$ cat src/rtl/firout.sv
// Output conditioning after the last FIR tap: decimate, round-half-up right shift,
// saturate to YW bits, and buffer behind a valid/ready FIFO with sticky ovf/drop flags.
module firout #(
    parameter int OUTW  = 48,
    parameter int YW    = 16,
    parameter int SHW   = 6,
    parameter int DECW  = 8,
    parameter int DEPTH = 4
) (
    input  logic              clk,
    input  logic              rstn,
    input  logic              in_valid,
    input  logic [OUTW-1:0]   in_sum,
    input  logic [SHW-1:0]    shift,
    input  logic [DECW-1:0]   dec,
    output logic              out_valid,
    output logic [YW-1:0]     out_y,
    input  logic              out_ready,
    output logic              ovf,
    output logic              drop,
    input  logic              flag_clr
);
    localparam int AW = $clog2(DEPTH);
    localparam logic signed [OUTW:0] YMAX = {{(OUTW-YW+2){1'b0}}, {(YW-1){1'b1}}};
    localparam logic signed [OUTW:0] YMIN = {{(OUTW-YW+2){1'b1}}, {(YW-1){1'b0}}};

    logic [DECW-1:0]         cnt_r;
    logic                    s1_valid_r;
    logic signed [OUTW-1:0]  s1_sum_r;
    logic [SHW-1:0]          sh_s;
    logic signed [OUTW:0]    ext_s;
    logic signed [OUTW:0]    half_s;
    logic signed [OUTW:0]    rnd_s;
    logic                    s2_valid_r;
    logic signed [OUTW:0]    s2_r;
    logic [YW-1:0]           sat_s;
    logic                    clamp_s;
    logic [YW-1:0]           mem_r [DEPTH];
    logic [AW:0]             wr_ptr_r;
    logic [AW:0]             rd_ptr_r;
    logic [AW:0]             wr_ptr_nx_s;
    logic [AW:0]             rd_ptr_nx_s;
    logic                    full_s;
    logic                    empty_nx_s;
    logic                    rd_en_s;
    logic                    wr_en_s;
    logic [YW-1:0]           head_nx_s;
    logic                    out_valid_r;
    logic [YW-1:0]           out_y_r;
    logic                    ovf_r;
    logic                    drop_r;

    // Stage 1: decimation counter; the sample seen while cnt is zero is kept
    always_ff @(posedge clk or negedge rstn) begin
        if (!rstn) begin
            cnt_r      <= {DECW{1'b0}};
            s1_valid_r <= 1'b0;
            s1_sum_r   <= {OUTW{1'b0}};
        end else begin
            s1_valid_r <= in_valid && (cnt_r == {DECW{1'b0}});
            if (in_valid) begin
                if (cnt_r >= dec) begin
                    cnt_r <= {DECW{1'b0}};
                end else begin
                    cnt_r <= cnt_r + {{(DECW-1){1'b0}}, 1'b1};
                end
                if (cnt_r == {DECW{1'b0}}) begin
                    s1_sum_r <= in_sum;
                end
            end
        end
    end

    // Stage 2 datapath: clamp the shift, add the half-LSB and shift one bit wider so the add cannot wrap
    always_comb begin
        sh_s = shift;
        if ({{(32-SHW){1'b0}}, shift} >= OUTW) begin
            sh_s = SHW'(OUTW - 1);
        end else begin
            sh_s = shift;
        end
        ext_s = {s1_sum_r[OUTW-1], s1_sum_r};
        if (sh_s == {SHW{1'b0}}) begin
            half_s = {(OUTW+1){1'b0}};
        end else begin
            half_s = {{OUTW{1'b0}}, 1'b1} << (sh_s - {{(SHW-1){1'b0}}, 1'b1});
        end
        rnd_s = (ext_s + half_s) >>> sh_s;
    end

    // Stage 2 register
    always_ff @(posedge clk or negedge rstn) begin
        if (!rstn) begin
            s2_valid_r <= 1'b0;
            s2_r       <= {(OUTW+1){1'b0}};
        end else begin
            s2_valid_r <= s1_valid_r;
            if (s1_valid_r) begin
                s2_r <= rnd_s;
            end
        end
    end

    // Stage 3: saturate to the output width, feeding the FIFO write in the same cycle
    always_comb begin
        sat_s   = s2_r[YW-1:0];
        clamp_s = 1'b0;
        if (s2_r > YMAX) begin
            sat_s   = {1'b0, {(YW-1){1'b1}}};
            clamp_s = 1'b1;
        end else if (s2_r < YMIN) begin
            sat_s   = {1'b1, {(YW-1){1'b0}}};
            clamp_s = 1'b1;
        end else begin
            sat_s   = s2_r[YW-1:0];
            clamp_s = 1'b0;
        end
    end

    // FIFO control; the next head bypasses from the write data when it lands in an empty slot
    always_comb begin
        rd_en_s     = out_valid_r && out_ready;
        full_s      = (wr_ptr_r[AW] != rd_ptr_r[AW]) && (wr_ptr_r[AW-1:0] == rd_ptr_r[AW-1:0]);
        wr_en_s     = s2_valid_r && (!full_s || rd_en_s);
        rd_ptr_nx_s = rd_en_s ? rd_ptr_r + {{AW{1'b0}}, 1'b1} : rd_ptr_r;
        wr_ptr_nx_s = wr_en_s ? wr_ptr_r + {{AW{1'b0}}, 1'b1} : wr_ptr_r;
        empty_nx_s  = (rd_ptr_nx_s == wr_ptr_nx_s);
        if (wr_en_s && (rd_ptr_nx_s[AW-1:0] == wr_ptr_r[AW-1:0])) begin
            head_nx_s = sat_s;
        end else begin
            head_nx_s = mem_r[rd_ptr_nx_s[AW-1:0]];
        end
    end

    // FIFO storage, pointers and registered head
    always_ff @(posedge clk or negedge rstn) begin
        if (!rstn) begin
            for (int i = 0; i < DEPTH; i++) begin
                mem_r[i] <= {YW{1'b0}};
            end
            wr_ptr_r    <= {(AW+1){1'b0}};
            rd_ptr_r    <= {(AW+1){1'b0}};
            out_valid_r <= 1'b0;
            out_y_r     <= {YW{1'b0}};
        end else begin
            if (wr_en_s) begin
                mem_r[wr_ptr_r[AW-1:0]] <= sat_s;
            end
            wr_ptr_r    <= wr_ptr_nx_s;
            rd_ptr_r    <= rd_ptr_nx_s;
            out_valid_r <= !empty_nx_s;
            if (!empty_nx_s) begin
                out_y_r <= head_nx_s;
            end
        end
    end

    // Sticky flags; a new event outranks a simultaneous clear
    always_ff @(posedge clk or negedge rstn) begin
        if (!rstn) begin
            ovf_r  <= 1'b0;
            drop_r <= 1'b0;
        end else begin
            if (s2_valid_r && clamp_s) begin
                ovf_r <= 1'b1;
            end else if (flag_clr) begin
                ovf_r <= 1'b0;
            end
            if (s2_valid_r && !wr_en_s) begin
                drop_r <= 1'b1;
            end else if (flag_clr) begin
                drop_r <= 1'b0;
            end
        end
    end

    assign out_valid = out_valid_r;
    assign out_y     = out_y_r;
    assign ovf       = ovf_r;
    assign drop      = drop_r;

endmodule

$ cat config.mk
export PLATFORM = sky130hd
export DESIGN_NAME = firout
export DESIGN_NICKNAME = d
export VERILOG_FILES = /design/src/rtl/firout.sv
export SDC_FILE = /design/constraint.sdc
export NUM_CORES = 1
export LEC_CHECK = 0
export ABC_AREA = 1
export BUFFER_PORTS_ARGS = -buffer_cell sky130_fd_sc_hd__buf_4
export CAP_MARGIN = 20
export CORE_MARGIN = 10
export CORE_UTILIZATION = 50
export CTS_CLUSTER_DIAMETER = 40
export CTS_CLUSTER_SIZE = 10
export DETAILED_ROUTE_END_ITERATION = 8
export PLACE_DENSITY = 0.67
export SYNTH_ARGS = -nofsm -noshare
export SYNTH_HDL_FRONTEND = slang
export SYNTH_SLANG_ARGS = --single-unit
$ cat constraint.sdc
create_clock -name clk -period 6.6 [get_ports clk]
set_input_delay 1.32 -clock clk [delete_from_list [all_inputs] [get_ports clk]]
set_output_delay 1.32 -clock clk [all_outputs]
set_load 0.05 [all_outputs]
==> reports/metrics.csv, run 1 <==
stage,metric,value,unit
run_status,status,"complete, no violations",
detailed_routing,Starting DRT DRC Count,1647,
detailed_routing,Post-Route M1 WL,24300,microns
critical_path,"Slowest-stage cell, CP",nor2_1,
synth,yosys warns,0,
critical_path,worst r2r src,s1_sum_r[6],
synth,synthesized area per cell,6.33,sq um
power_and_ir_drop,leak pwr,9.32,nW
timing,max_slew headroom,34.5,%
global_route,initial antenna violation count,0,
timing,Setup TNS,0,ns
global_route,first-pass GRT wire length,86900,microns
timing,Layout Skew,0.0217,ns
timing,Final Hold Viols,0,
synth,post-synthesis mux area share,0.665,%
floorplan,Rows,66,
floorplan,Die Ht,201,microns
timing,slew at the pin closest to its max-slew limit,0.981,ns
synth,XOR/XNOR share of the synthesized area,1.34,%
detailed_routing,met2 wire len,24700,microns
critical_path,Critical Path Most Common Cell,nand2_1,
synth,"EDFF count, synth",0,
critical_path,Critical Path Max Stage Delay,0.29,ns
detailed_routing,ANT nets after route,0,
timing,crit path time final,5.79,ns
detailed_routing,DR WL met3,3740,microns
synth,post-synthesis adder-cell area fraction,4.94,%
synth,Syn Std Cell Area,16400,sq um
cts,clock insertion delay at the later pin of the skew report,0.47,ns
floorplan,CORE AREA,32500,sq um
place,dpl hpwl,42400,microns
detailed_routing,DRC Markers,0,
timing,Max Slew Vio Count,0,
synth,largest area contributor in the netlist,dfrtp_1,
synth,Synth Area in Compound Gates,10.3,%
power_and_ir_drop,Pwr per Cell Area,360,nW/um^2
finish,Area Overhead vs Synth,9.78,%
cts,Root Driver,clkbuf_16,
timing,Final period util,87.7,%
worst_hold_path,HP Start,out_y[3],
finish,nets@finish,2745,
global_route,aggregate global-route resource usage,26.7,%
power_and_ir_drop,VDD IR max,0.000211,V
synth,Post-Synth Simple-Gate Area,42.7,%
detailed_routing,Vias/cell,5.48,
cts,Post-CTS Setup Bufs,0,
critical_path,crit path capture type,register,
synth,Cells after Synth,2589,
cts,H-Tree Depth,4,
synth,most frequent cell after synthesis,nand2_1,
timing,unrepaired setup endpoints after global routing,no,
cts,CTS Hold Bufs,0,
critical_path,CP Class,in -> reg,
finish,# diodes,0,
global_route,largest net degree at the start of global routing,112,
cts,post_cts resized,0,
global_route,remaining global-route overflow,0,
place,pre-CTS setup slack,0.595,ns
detailed_routing,Routed WL,54000,microns
floorplan,DIE WIDTH,201,microns
cts,clk buf depth,2,
floorplan,Initial Util,50.5,%
synth,Async SR Flop Fraction,100,%
timing,Final setup viols,0,
synth,Area contributors post-synth,"dfrtp_1 (30%), nand2_1 (20%), nand3_1 (12%)",
cts,"Reg clk slew, reported paths",0.08,ns
finish,share of cells above drive strength 1,10.2,%
detailed_routing,Via Count,16800,
critical_path,Worst EP arrival,6.10,ns
cts,CTS Buf Count,17,
place,GPL Wtd Cong,1.04,
cts,CTS tree,done,
worst_hold_path,worst hold path class,reg -> reg,
synth,post-synth top area share,29.9,%
synth,ys flop type,dfrtp_1,
critical_path,CP max FO,18,
critical_path,Critical Path Source,shift[5],
finish,Filler Cell Count,3368,
detailed_routing,Top Layer Used,met4,
synth,synthesized flop and latch total,196,
detailed_routing,drt first pass iters,6,
timing,Final WS setup,0.812,ns
synth,register area share after synthesis,29.9,%
global_route,vias in the first global route,16000,
cts,clock sink count,196,
floorplan,# IOs,86,
place,PortBufs,85,
critical_path,Worst Path Required,6.92,ns
synth,syn nets,2720,
run,number of max-cap violations,0,
synth,count of cell types in the netlist,50,
floorplan,Die ar.,40400,sq um
synth,largest family of logic cells by synthesized area,simple AND/OR/NAND/NOR gates,
timing,Max Fclk,0.173,GHz
synth,Synth top cells by count,"nand2_1 (870), nand3_1 (395), inv_1 (298), dfrtp_1 (196), nor2_1 (182)",
detailed_routing,Avg WL per Cell,17.6,microns
critical_path,Worst Setup Start Kind,input pin,
state kept, by name, indices dropped and copies added, names as in the netlist, 3 cells and up:
name and flops:
wr_ptr_r 3, s1_sum_r 48, out_y 16, rd_ptr_r 3
s2_r 49, cnt_r 8, mem_r 64
kinds of logic after synthesis:
kind of cell	Yosys count
AOI/OAI and AO/OA	273
adders and majority gates	64
muxes	10
xor gates and xnor gates	25
and+or+nand+nor	1595
buffers and inverters	425
other	1
DFF	196
stage by stage:
stage               instances  total power [mW]  cell area [sq um]  util [%]  hold WS [ns]
floorplan                2589              4.40              16400         -         0.352
global route             3069              7.03              18000      55.4         0.508
detailed placement       3037              5.33              17300      53.4         0.472
CTS                      3069              6.49              18000      55.4         0.494
global placement         3037              5.25              17300      53.4         0.466
finish                   3069              6.48              18000      55.4         0.488
worst paths after layout:
check	endpoint	slack [ns]	cells after the start
worst min register to register	out_y[3]	0.49	2
worst max register to register	s2_r[40]	3.24	20
worst max-delay path	s2_r[40]	0.81	36
max in group asynchronous	s2_r[41]	4.45	2
min in group asynchronous	s1_sum_r[6]	0.93	1
worst min-delay path	out_y[3]	0.49	2
final cells by class:
type                    count  area (sq um)  share of cell area, %
multi-input cells        1968          9850                   54.8
flip-flops and latches    196          4900                   27.3
inverters                 323          1210                   6.74
repair buffers            108           817                   4.54
well taps                 442           553                   3.08
clock buffers              18           439                   2.44
clock inverters            14           206                   1.15
metal layers:
layer / track usage, % / vias to the layer above
met2: 43.2 / 547
met3: 4.95 / 72
met1: 35.5 / 7784
met4: 7.98 / 0
met5: 0 / -
li1: - / 8401
power breakdown:
part	internal, mW	switching [mW]	leakage, nW
registers	1.76	0.382	2.42
clock network	0.596	0.559	0.310
logic	1.09	2.10	6.59
worst max-delay path: cells and delay by family:
family | cells | cell delay, ns
AOI/OAI and AO/OA | 1 | 0.06
adders and majority gates | 1 | 0.24
buffers and inverters | 7 | 0.74
and+or+nand+nor | 27 | 3.73
layout by cell type (no fill, tap or decap), types with 13 or more instances in the layout:
cell and instances:
nand2_1 870, nand3_1 395, inv_1 298, dfrtp_1 196, nor2_1 176, buf_4 107, a21oi_1 83, ha_1 63
o21ai_0 58, o21a_1 55, nand4_1 27, nor2_2 22, a31oi_1 22, xor2_1 21, inv_2 20, nand3_2 20
nand2_2 19, clkbuf_16 17, nor3_1 14, nor4_1 13, a32oi_1 13
(Power assumes the default switching activity.)
==> run 2: changes to the inputs <==
==> constraint.sdc (replaced) <==
create_clock -name clk -period 5.85 [get_ports clk]
set_input_delay 1.17 -clock clk [delete_from_list [all_inputs] [get_ports clk]]
set_output_delay 1.17 -clock clk [all_outputs]
set_load 0.1 [all_outputs]
==> reports/metrics.csv, run 2 (synthesized netlist as in run 1, its figures left out) <==
stage,metric,value,unit
power_and_ir_drop,Sw Share,48.6,%
cts,Post-CTS Setup Bufs,0,
floorplan,Initial Util,50.5,%
timing,Setup TNS,0,ns
cts,clock sink count,196,
global_route,remaining global-route overflow,0,
place,dpl hpwl,42700,microns
finish,"commonest cells after routing, fill and taps aside","nand2_1 (870), nand3_1 (395), inv_1 (298)",
power_and_ir_drop,leak pwr,9.32,nW
cts,Root Driver,clkbuf_16,
cts,CTS Hold Bufs,0,
floorplan,# IOs,86,
critical_path,R2R Path End,s2_r[28],
timing,unrepaired setup endpoints after global routing,no,
detailed_routing,Via Count,17000,
finish,"most common cell after layout, fill and taps aside",nand2_1,
power_and_ir_drop,Internal,3.80,mW
finish,largest reg by FF count,mem_r,
detailed_routing,Vias/cell,5.55,
worst_hold_path,HP Start,out_y[2],
floorplan,DIE WIDTH,201,microns
cts,H-Tree Depth,4,
place,PortBufs,85,
critical_path,"Slowest-stage cell, CP",ha_1,
cts,clock insertion delay at the later pin of the skew report,0.47,ns
critical_path,Reg2Reg Depth,17,
finish,nets@finish,2749,
finish,Top Registers,"mem_r (64), s2_r (49), s1_sum_r (48)",
global_route,vias in the first global route,16000,
timing,crit path time final,5.31,ns
global_route,aggregate global-route resource usage,26.6,%
floorplan,Rows,66,
critical_path,CP max FO,8,
critical_path,crit path capture type,register,
timing,Layout Skew,0.0233,ns
detailed_routing,DRC Markers,0,
timing,Final period util,90.7,%
place,Cells after DPL,3040,
critical_path,Critical Path Most Common Cell,nand2_1,
power_and_ir_drop,sequential power share,32.5,%
cts,post_cts resized,0,
critical_path,Worst Path Required,6.25,ns
power_and_ir_drop,clock share of power,16.1,%
finish,Post-Layout Cell Count,3072,
critical_path,Worst Setup Start Kind,input pin,
floorplan,Die Ht,201,microns
critical_path,worst r2r src,s1_sum_r[0],
detailed_routing,Starting DRT DRC Count,1666,
global_route,initial antenna violation count,1,
power_and_ir_drop,combinational share of power,51.5,%
timing,Max Slew Vio Count,0,
timing,Max Fclk,0.188,GHz
floorplan,Die ar.,40400,sq um
detailed_routing,Routed WL,54500,microns
timing,Final Hold Viols,0,
power_and_ir_drop,Sw Pwr,3.59,mW
cts,CTS tree,done,
critical_path,Critical Path Max Stage Delay,0.31,ns
run,number of max-cap violations,0,
finish,Largest register FFs,64,
detailed_routing,drt first pass iters,8,
critical_path,R2R setup slack,2.57,ns
timing,slew at the pin closest to its max-slew limit,0.980,ns
finish,# diodes,0,
cts,"Reg clk slew, reported paths",0.08,ns
cts,CTS Buf Count,17,
cts,clk buf depth,2,
critical_path,Worst EP arrival,5.71,ns
place,GPL Wtd Cong,1.02,
timing,max_slew headroom,34.6,%
finish,Area Overhead vs Synth,9.62,%
power_and_ir_drop,Pwr per Cell Area,412,nW/um^2
run_status,status,"complete, no violations",
worst_hold_path,worst hold path class,reg -> reg,
critical_path,CP Class,in -> reg,
power_and_ir_drop,VDD IR max,0.000296,V
timing,Final setup viols,0,
worst_hold_path,WHS Path Cells,2,
global_route,largest net degree at the start of global routing,106,
detailed_routing,ANT nets after route,0,
worst_hold_path,worst hold endpoint,out_y[2],
global_route,first-pass GRT wire length,86400,microns
detailed_routing,Avg WL per Cell,17.7,microns
floorplan,CORE AREA,32500,sq um
finish,share of cells above drive strength 1,10.3,%
==> run 2: how the worst max path moves through the flow <==
stage                  start  endpoint  slack (ns)  cells after the start
finish              shift[4]  s2_r[10]        0.54                     40
global route        shift[4]  s2_r[10]        0.13                     40
CTS                 shift[4]  s2_r[24]        0.69                     37
detailed placement  shift[4]   s2_r[6]        0.22                     37
global placement    shift[4]   s2_r[6]        0.19                     37
floorplan           shift[5]   s2_r[5]        1.17                     37
==> run 2: stage by stage <==
step | hold slack, ns | util (%) | total power [mW] | setup slack [ns] | instance area [sq um]
global placement | 0.466 | 53.5 | 6.13 | 0.188 | 17400
finish | 0.485 | 55.3 | 7.39 | 0.544 | 18000
global route | 0.505 | 55.3 | 7.98 | 0.129 | 18000
detailed placement | 0.475 | 53.5 | 6.20 | 0.217 | 17400
floorplan | 0.352 | - | 5.17 | 1.17 | 16400
CTS | 0.491 | 55.3 | 7.41 | 0.692 | 17900
==> run 2: per-layer routing <==
layer | track usage [%] | part of all wire, % | vias up
li1 | - | - | 8415
met1 | 35.7 | 45 | 7957
met2 | 42.4 | 45 | 594
met3 | 5.68 | 7.5 | 75
met4 | 7.57 | 2.6 | 0
met5 | 0 | 0 | -
==> run 2: layout make-up <==
cell class              count  area, sq um
well taps                 442          553
flip-flops and latches    196         4900
clock inverters            11          114
fillers                  3386        14500
multi-input cells        1968         9850
inverters                 323         1210
clock buffers              20          457
repair buffers            112          866
==> run 2: power groups by stage <==
stage | Combinational [mW] | Clock (mW) | Sequential [mW]
final | 3.80 | 1.19 | 2.40
after global routing | 4.23 | 1.27 | 2.47
after CTS | 3.80 | 1.21 | 2.40
after detailed placement | 3.78 | 0 | 2.42
after global placement | 3.73 | 0 | 2.40
after floorplan | 2.48 | 0 | 2.69
==> run 2: worst max-delay path, delay by kind of cell <==
family	cells	cell delay, ns
buffers and inverters	10	0.76
AO/OA/AOI/OAI	1	0.14
adder cells (fa/ha/maj)	1	0.31
AND/OR/NAND/NOR	28	3.27
